===== src/rtl/seq_det_pkg.sv =====
// Shared definitions for the serial pattern detector: state encoding,
// the fixed pattern and the match-counter geometry.
// The optional match counter is enabled by defining SEQDET_COUNT_EN.
package seq_det_pkg;

  // Three-bit state encoding; codes 6 and 7 are unused and recover to S0.
  typedef enum logic [2:0] {
    S0 = 3'd0,  // nothing matched
    S1 = 3'd1,  // "1"
    S2 = 3'd2,  // "11"
    S3 = 3'd3,  // "111" (longer runs of 1s park here)
    S4 = 3'd4,  // "1110"
    S5 = 3'd5   // "11101" matched
  } state_e;

  // Pattern recognised by the FSM, MSB received first.
  localparam logic [4:0] PATTERN = 5'b11101;

  // Match counter width and saturation value.
  localparam int unsigned CNT_W = 8;
  localparam logic [CNT_W-1:0] CNT_MAX = {CNT_W{1'b1}};

endpackage : seq_det_pkg


===== src/rtl/seq_match_counter.sv =====
// Saturating match counter for the serial pattern detector.
// Counts one per assertion of inc, holds at its maximum, cleared by srst.
// Only instantiated when SEQDET_COUNT_EN is defined.
module seq_match_counter
  import seq_det_pkg::*;
(
  input  logic             clk,
  input  logic             srst,
  input  logic             inc,
  output logic [CNT_W-1:0] count
);

  logic [CNT_W-1:0] count_reg = '0;

  // Count matches, holding at the ceiling instead of wrapping.
  always_ff @(posedge clk) begin
    if (srst) begin
      count_reg <= '0;
    end else if (inc && (count_reg != CNT_MAX)) begin
      count_reg <= count_reg + 1'b1;
    end
  end

  assign count = count_reg;

endmodule : seq_match_counter


===== src/rtl/sequence_detector.sv =====
// Moore FSM that detects the serial pattern 1-1-1-0-1 on J, overlaps
// allowed. W is a pure decode of the state register, so it is glitch-free
// and high for exactly the cycle following the edge that samples the final 1.
// Defining SEQDET_COUNT_EN adds the saturating MatchCnt output.
module sequence_detector
  import seq_det_pkg::*;
(
  input  logic             Clk,
  input  logic             Rst,
  input  logic             J,
  output logic             W
`ifdef SEQDET_COUNT_EN
  ,
  output logic [CNT_W-1:0] MatchCnt
`endif
);

  // Power-up value puts the FSM in S0 so W is low before any reset pulse.
  state_e state_reg = S0;
  state_e state_next;

  // State register; reset dominates J and discards any partial match.
  always_ff @(posedge Clk) begin
    if (Rst) begin
      state_reg <= S0;
    end else begin
      state_reg <= state_next;
    end
  end

  // Next-state logic; S5 on a 1 goes to S2 because the trailing 1 of the
  // match plus the new 1 form the "11" prefix of the next occurrence.
  always_comb begin
    state_next = S0;
    case (state_reg)
      S0:      state_next = J ? S1 : S0;
      S1:      state_next = J ? S2 : S0;
      S2:      state_next = J ? S3 : S0;
      S3:      state_next = J ? S3 : S4;
      S4:      state_next = J ? S5 : S0;
      S5:      state_next = J ? S2 : S0;
      default: state_next = S0;
    endcase
  end

  assign W = (state_reg == S5);

`ifdef SEQDET_COUNT_EN
  // A match is counted on the edge that moves the FSM into S5.
  logic enter_s5;
  assign enter_s5 = (state_next == S5) && !Rst;

  seq_match_counter u_counter (
    .clk   (Clk),
    .srst  (Rst),
    .inc   (enter_s5),
    .count (MatchCnt)
  );
`endif

endmodule : sequence_detector


===== config.mk =====
export PLATFORM = sky130hd
export DESIGN_NAME = sequence_detector
export DESIGN_NICKNAME = d
export VERILOG_FILES = /design/src/rtl/seq_det_pkg.sv /design/src/rtl/seq_match_counter.sv /design/src/rtl/sequence_detector.sv
export SDC_FILE = /design/constraint.sdc
export NUM_CORES = 1
export LEC_CHECK = 0
export ABC_CLOCK_PERIOD_IN_PS = 2070
export CAP_MARGIN = 20
export CORE_AREA = 2 2 39 41
export CTS_CLUSTER_SIZE = 8
export DETAILED_ROUTE_END_ITERATION = 6
export DIE_AREA = 0 0 41 43
export PLACE_DENSITY = 0.34
export SLEW_MARGIN = 40
export SYNTH_ARGS = -nofsm -noshare
export SYNTH_HDL_FRONTEND = slang
export SYNTH_SLANG_ARGS = --single-unit

===== constraint.sdc =====
create_clock -name Clk -period 2.07 [get_ports Clk]
set_input_delay 0.3105 -clock Clk [delete_from_list [all_inputs] [get_ports Clk]]
set_output_delay 0.3105 -clock Clk [all_outputs]
set_load 0.02 [all_outputs]

### Yosys cells after proc, flatten, opt, wreduce, memory -nomap -nowiden

Cells that the tools add are included.

| word-level totals | value |
|---|---|
| bits in registers | 3 |
| bits of input ports | 3 |

| operators by class | value |
|---|---|
| multiplexer cells | 6 |
| reductions and logical operators | 2 |
| eq/ne operators | 5 |

Operator list:

| kind | count |
|---|---|
| $pmux 3 s5 | 1 |
| $eq 3x2->1 const B | 2 |
| $eq 3x3->1 const B | 2 |
| $mux 3 | 2 |
| $mux 2 | 2 |
| $eq 3x1->1 const B | 1 |
| $logic_not 3->1 | 1 |
| $reduce_or 2->1 | 1 |
| $mux 1 | 1 |

### Longest topological paths before layout

Gate-level depths: netlist (run 1).

| depth | value |
|---|---|
| depth in word-level cells | 3 |
| mapped depth | 2 |

### Worst setup path before layout (run 1)

Ideal clock, no wire load.

| timing path | value |
|---|---|
| path kind | register to output |
| start | register state_reg[0] |
| end | output port W |
| path buffers | 0 |
| cell stages (with the launch flop) | 3 |
| setup slack | 1.036 ns |
| data arrival time | 0.724 ns |
| data required time | 1.760 ns |
| cells stage by stage | dfxtp_1 > nor2b_2 > and2_1 |

| on the way | value |
|---|---|
| word-level cells in the longest chain between the ends | 1 |

RTL lines:

| what | RTL line | RTL |
|---|---|---|
| start, declared | sequence_detector.sv:19 | `state_e state_reg = S0;` |
| start signal, assigned | sequence_detector.sv:27 | `state_reg <= state_next;` |
| $eq 3x3->1 | sequence_detector.sv:46 | `assign W = (state_reg == S5);` |
| end, declared | sequence_detector.sv:11 | `output logic W` |

No other way between the ends.

### Worst setup path in the final report (run 1)

Same ends and word-level chain as after synthesis.

==> flow_metrics.env, run 1 <==
export IMPL_cts_max_level=1
export IMPL_syn_mean_instance_area_um2=11.5
export IMPL_cp_required_ns=1.76
export IMPL_stdcell_area_um2=214
export IMPL_ios=4
export IMPL_worst_pin_slew_ns=0.211
export IMPL_cts_tree="yes"
export IMPL_drt_iter0_markers=1
export IMPL_maxSlewViolCount=0
export IMPL_leakage_nw=0.0730
export IMPL_cts_resized=0
export IMPL_die_area_um2=1760
export IMPL_hp_class="register to register"
export IMPL_vias_per_cell=3.20
export IMPL_ctsHoldBuffers=0
export IMPL_nNetsFinal=23
export IMPL_synth_distinct_cells=9
export IMPL_ant_nets=0
export IMPL_routed_wl_um=280
export IMPL_final_cells=35
export IMPL_worstSkewPairLatency_ns=0.23
export IMPL_fmax_mhz=554
export IMPL_rsz0062_at_grt="false"
export IMPL_syn_nets=15
export IMPL_drive_gt1_share_pct=31.6
export IMPL_core_area_um2=1380
export IMPL_n_fill_cell=157
export IMPL_grt_max_degree=6
export IMPL_netlist_instances=12
export IMPL_setup_viol=0
export IMPL_synth_seq_cells=3
export IMPL_timing_hold_ws_ns=0.510
export IMPL_start_util_pct=9.95
export IMPL_antenna_found_initial=0
export IMPL_skew_ns=0.00278
export IMPL_first_global_vias=122
export IMPL_netlist_area_um2=138
export IMPL_finalHoldViolCount=0
export IMPL_finalPower_uw=174
export IMPL_grt_ovfl_total=0
export IMPL_num_rows=14
export IMPL_drc=0
export IMPL_placed_area_um2=188
export IMPL_cts_buffers=3
export IMPL_grtUsageTotal_pct=4.61
export IMPL_fin_setup_tns_ns=0
export IMPL_clock_path_buffers=2
export IMPL_drt_pre_antenna_iters=2
export IMPL_place_ws_ns=0.510
export IMPL_cts_root_buf="clkbuf_4"
export IMPL_crit_type="register to output port"
export IMPL_power_density_nw_per_um2=812
export IMPL_clock_sinks=3
export IMPL_clk_pin_slew_ns=0.04
export IMPL_ir_worst_vdd_v=0.000200
export IMPL_vias=112
export IMPL_die_w_um=41
export IMPL_postCtsSetupBuffers=0
export IMPL_cp_end_kind="output port"
export IMPL_grt_pass1_wl_um=441
export IMPL_post_route_util_pct=15.5
export IMPL_fin_ws_ns=0.264
export IMPL_die_h_um=43
export IMPL_largest_register_ffs=3
export IMPL_syn2layout_area_growth_pct=55.5
export IMPL_io_buffers=3
export IMPL_dp_cells=31
export IMPL_relSlewSlack_pct=85.9
export IMPL_yosysWarnings=0
export IMPL_layout_common_cells="clkbuf_4 (3), clkdlybuf4s50_1 (3), dfxtp_1 (3)"
export IMPL_crit_path_start_kind="register"
export IMPL_crit_fanout=3
export IMPL_cap_violations=0
export IMPL_fin_crit_ns=1.81
export IMPL_status="complete, no violations"
export IMPL_route_detailed_wl_per_inst_um=8.00
export IMPL_yosysSeqAreaShare_pct=43.6
export IMPL_min_period_over_period_pct=87.2
export IMPL_gp_congestion=0.597
export IMPL_crit_arrival_ns=1.50
export IMPL_diodes=0
==> critical path: stages, from the launching register on <==
cell	delay, ns
dfxtp_1	0.32
nor2b_2	0.20
and2_1	0.15
clkdlybuf4s50_1	0.60
==> layer usage <==
metal | track usage, % | share of wire (%) | vias to the layer above | wire length (um)
li1 | - | - | 58 | -
met1 | 4.79 | 45 | 50 | 126
met2 | 3.75 | 39 | 4 | 110
met3 | 2.09 | 15 | 0 | 43
met4 | 10.0 | 0 | 0 | 0
met5 | 0 | 0 | - | 0
==> worst paths after layout <==
path,start,end,slack [ns],depth (start not counted)
min,state_reg[0]$_SDFF_PP0_,state_reg[2]$_SDFF_PP0_,0.51,2
max,state_reg[0]$_SDFF_PP0_,W,0.26,3
min reg2reg,state_reg[0]$_SDFF_PP0_,state_reg[2]$_SDFF_PP0_,0.51,2
max reg2reg,state_reg[1]$_SDFF_PP0_,state_reg[1]$_SDFF_PP0_,1.28,2
==> logic make-up after synthesis <==
logic type / share of synthesized area [%]
compound gates: 20.0
simple gates: 36.4
flops: 43.6
==> synthesized netlist by cell type <==
cell type	number	area, um^2
a211oi_2	1	12.5
a21oi_1	1	5.00
and2_1	1	6.26
dfxtp_1	3	60.1
nand2b_1	1	6.26
nand4bb_1	2	22.5
nor2b_1	1	6.26
nor2b_2	1	8.76
o21ba_2	1	10.0
==> layout make-up <==
class / count / area [um^2] / share of cell area [%]
Clock buffer: 4 / 26.3 / 12.3
Sequential cell: 3 / 60.1 / 28.1
Multi-Input combinational cell: 9 / 77.6 / 36.3
Tap cell: 16 / 20.0 / 9.36
Timing Repair Buffer: 3 / 30.0 / 14.0
==> where the power goes <==
group | leakage, nW | switching [mW] | total [mW] | internal, mW
logic | 0.0335 | 0.00354 | 0.0109 | 0.00741
registers | 0.0245 | 0.00160 | 0.0617 | 0.0601
clock network | 0.0150 | 0.0291 | 0.101 | 0.0722
Note: power is estimated with default switching activity, not from simulation.
==> run 2: changes to the inputs <==
- SKIP_LAST_GASP: unset -> 1
==> results of run 2 <==
Same layout as run 1: the final DEF is identical, and so are final timing and power.
==> run 3: changes to the inputs <==
- CTS_BUF_LIST: unset -> sky130_fd_sc_hd__clkbuf_4 sky130_fd_sc_hd__clkbuf_8
==> flow_metrics.env, run 3 (synthesis results as in run 1) <==
export IMPL_first_global_vias=122
export IMPL_worstSkewPairLatency_ns=0.23
export IMPL_reg2reg_from="state_reg[1]$_SDFF_PP0_"
export IMPL_start_util_pct=9.95
export IMPL_final_common_cell="clkbuf_4"
export IMPL_num_rows=14
export IMPL_syn2layout_area_growth_pct=58.2
export IMPL_swShare_pct=18.7
export IMPL_nNetsFinal=23
export IMPL_fin_ws_ns=0.263
export IMPL_drt_iter0_markers=1
export IMPL_relSlewSlack_pct=85.9
export IMPL_antenna_found_initial=0
export IMPL_p_clk_share_pct=61.3
export IMPL_clock_path_buffers=2
export IMPL_postCtsSetupBuffers=0
export IMPL_clk_pin_slew_ns=0.04
export IMPL_vias=113
export IMPL_leakage_nw=0.0764
export IMPL_gp_congestion=0.597
export IMPL_final_cells=35
export IMPL_grt_max_degree=6
export IMPL_route_detailed_wl_per_inst_um=8.09
export IMPL_crit_type="register to output port"
export IMPL_grtUsageTotal_pct=4.61
export IMPL_vias_per_cell=3.23
export IMPL_hp_class="register to register"
export IMPL_r2r_slack_ns=1.28
export IMPL_stdcell_area_um2=218
export IMPL_die_w_um=41
export IMPL_cts_tree="yes"
export IMPL_power_frac_comb_pct=5.8
export IMPL_grt_ovfl_total=0
export IMPL_ant_nets=0
export IMPL_cp_end_kind="output port"
export IMPL_setup_viol=0
export IMPL_hp_start="state_reg[0]$_SDFF_PP0_"
export IMPL_clock_sinks=3
export IMPL_timing_hold_ws_ns=0.509
export IMPL_core_area_um2=1380
export IMPL_fin_setup_tns_ns=0
export IMPL_io_buffers=3
export IMPL_diodes=0
export IMPL_layout_common_cells="clkbuf_4 (4), clkdlybuf4s50_1 (3), dfxtp_1 (3)"
export IMPL_wl_met2_um=113
export IMPL_skew_ns=0.00238
export IMPL_maxSlewViolCount=0
export IMPL_crit_arrival_ns=1.50
export IMPL_crit_fanout=3
export IMPL_cts_max_level=1
export IMPL_rsz0062_at_grt="false"
export IMPL_drt_pre_antenna_iters=2
export IMPL_hold_end="state_reg[2]$_SDFF_PP0_"
export IMPL_ctsHoldBuffers=0
export IMPL_intPower_uw=153
export IMPL_grt_pass1_wl_um=441
export IMPL_dp_cells=31
export IMPL_min_period_over_period_pct=87.3
export IMPL_wl_met1_um=127
export IMPL_cp_required_ns=1.76
export IMPL_routed_wl_um=283
export IMPL_die_area_um2=1760
export IMPL_drive_gt1_share_pct=36.8
export IMPL_largest_register_ffs=3
export IMPL_post_route_util_pct=15.7
export IMPL_power_frac_seq_pct=32.8
export IMPL_cts_resized=0
export IMPL_die_h_um=43
export IMPL_cap_violations=0
export IMPL_ios=4
export IMPL_wl_met3_um=43
export IMPL_crit_path_start_kind="register"
export IMPL_placed_area_um2=188
export IMPL_drc=0
export IMPL_switchingPower_uw=35.0
export IMPL_place_ws_ns=0.510
export IMPL_cts_buffers=3
export IMPL_finalPower_uw=188
export IMPL_cts_root_buf="clkbuf_4"
export IMPL_power_density_nw_per_um2=862
export IMPL_fmax_mhz=553
export IMPL_top_layer_used="met3"
export IMPL_whs_path_depth=2
export IMPL_status="complete, no violations"
export IMPL_worst_pin_slew_ns=0.211
export IMPL_r2r_end="state_reg[1]$_SDFF_PP0_"
export IMPL_fin_crit_ns=1.81
export IMPL_worstRegToRegCells=2
export IMPL_finalHoldViolCount=0
export IMPL_ir_worst_vdd_v=0.000208
## run 3: layout make-up
| class | instances | area [um^2] |
|---|---|---|
| Fill cell | 157 | 1170 |
| Multi-Input combinational cell | 9 | 77.6 |
| Sequential cell | 3 | 60.1 |
| Clock buffer | 4 | 30.0 |
| Timing Repair Buffer | 3 | 30.0 |
| Tap cell | 16 | 20.0 |
## run 3: worst max-delay path, cell delays in order, from the launching register on
cell and delay (ns):
dfxtp_1 0.32, nor2b_2 0.20, and2_1 0.15, clkdlybuf4s50_1 0.60
## run 3: worst max-delay path by stage
| stage | from | to | slack [ns] |
|---|---|---|---|
| floorplan | state_reg[0]$_SDFF_PP0_ | W | 1.04 |
| global placement | state_reg[0]$_SDFF_PP0_ | W | 0.51 |
| detailed placement | state_reg[0]$_SDFF_PP0_ | W | 0.51 |
| CTS | state_reg[0]$_SDFF_PP0_ | W | 0.25 |
| global route | state_reg[0]$_SDFF_PP0_ | W | 0.17 |
| finish | state_reg[0]$_SDFF_PP0_ | W | 0.26 |
## run 3: power by group through the flow
stage | clock (mW) | combinational (mW) | sequential (mW)
floorplan | 0 | 0.00576 | 0.0622
global placement | 0 | 0.0109 | 0.0626
detailed placement | 0 | 0.0109 | 0.0625
CTS | 0.124 | 0.0110 | 0.0616
global route | 0.127 | 0.0118 | 0.0620
finish | 0.115 | 0.0109 | 0.0617
## run 3: layer usage
metal / vias to the layer above / track usage, %
li1: 58 / -
met1: 51 / 4.79
met2: 4 / 3.75
met3: 0 / 2.09
met4: 0 / 10.0
met5: - / 0
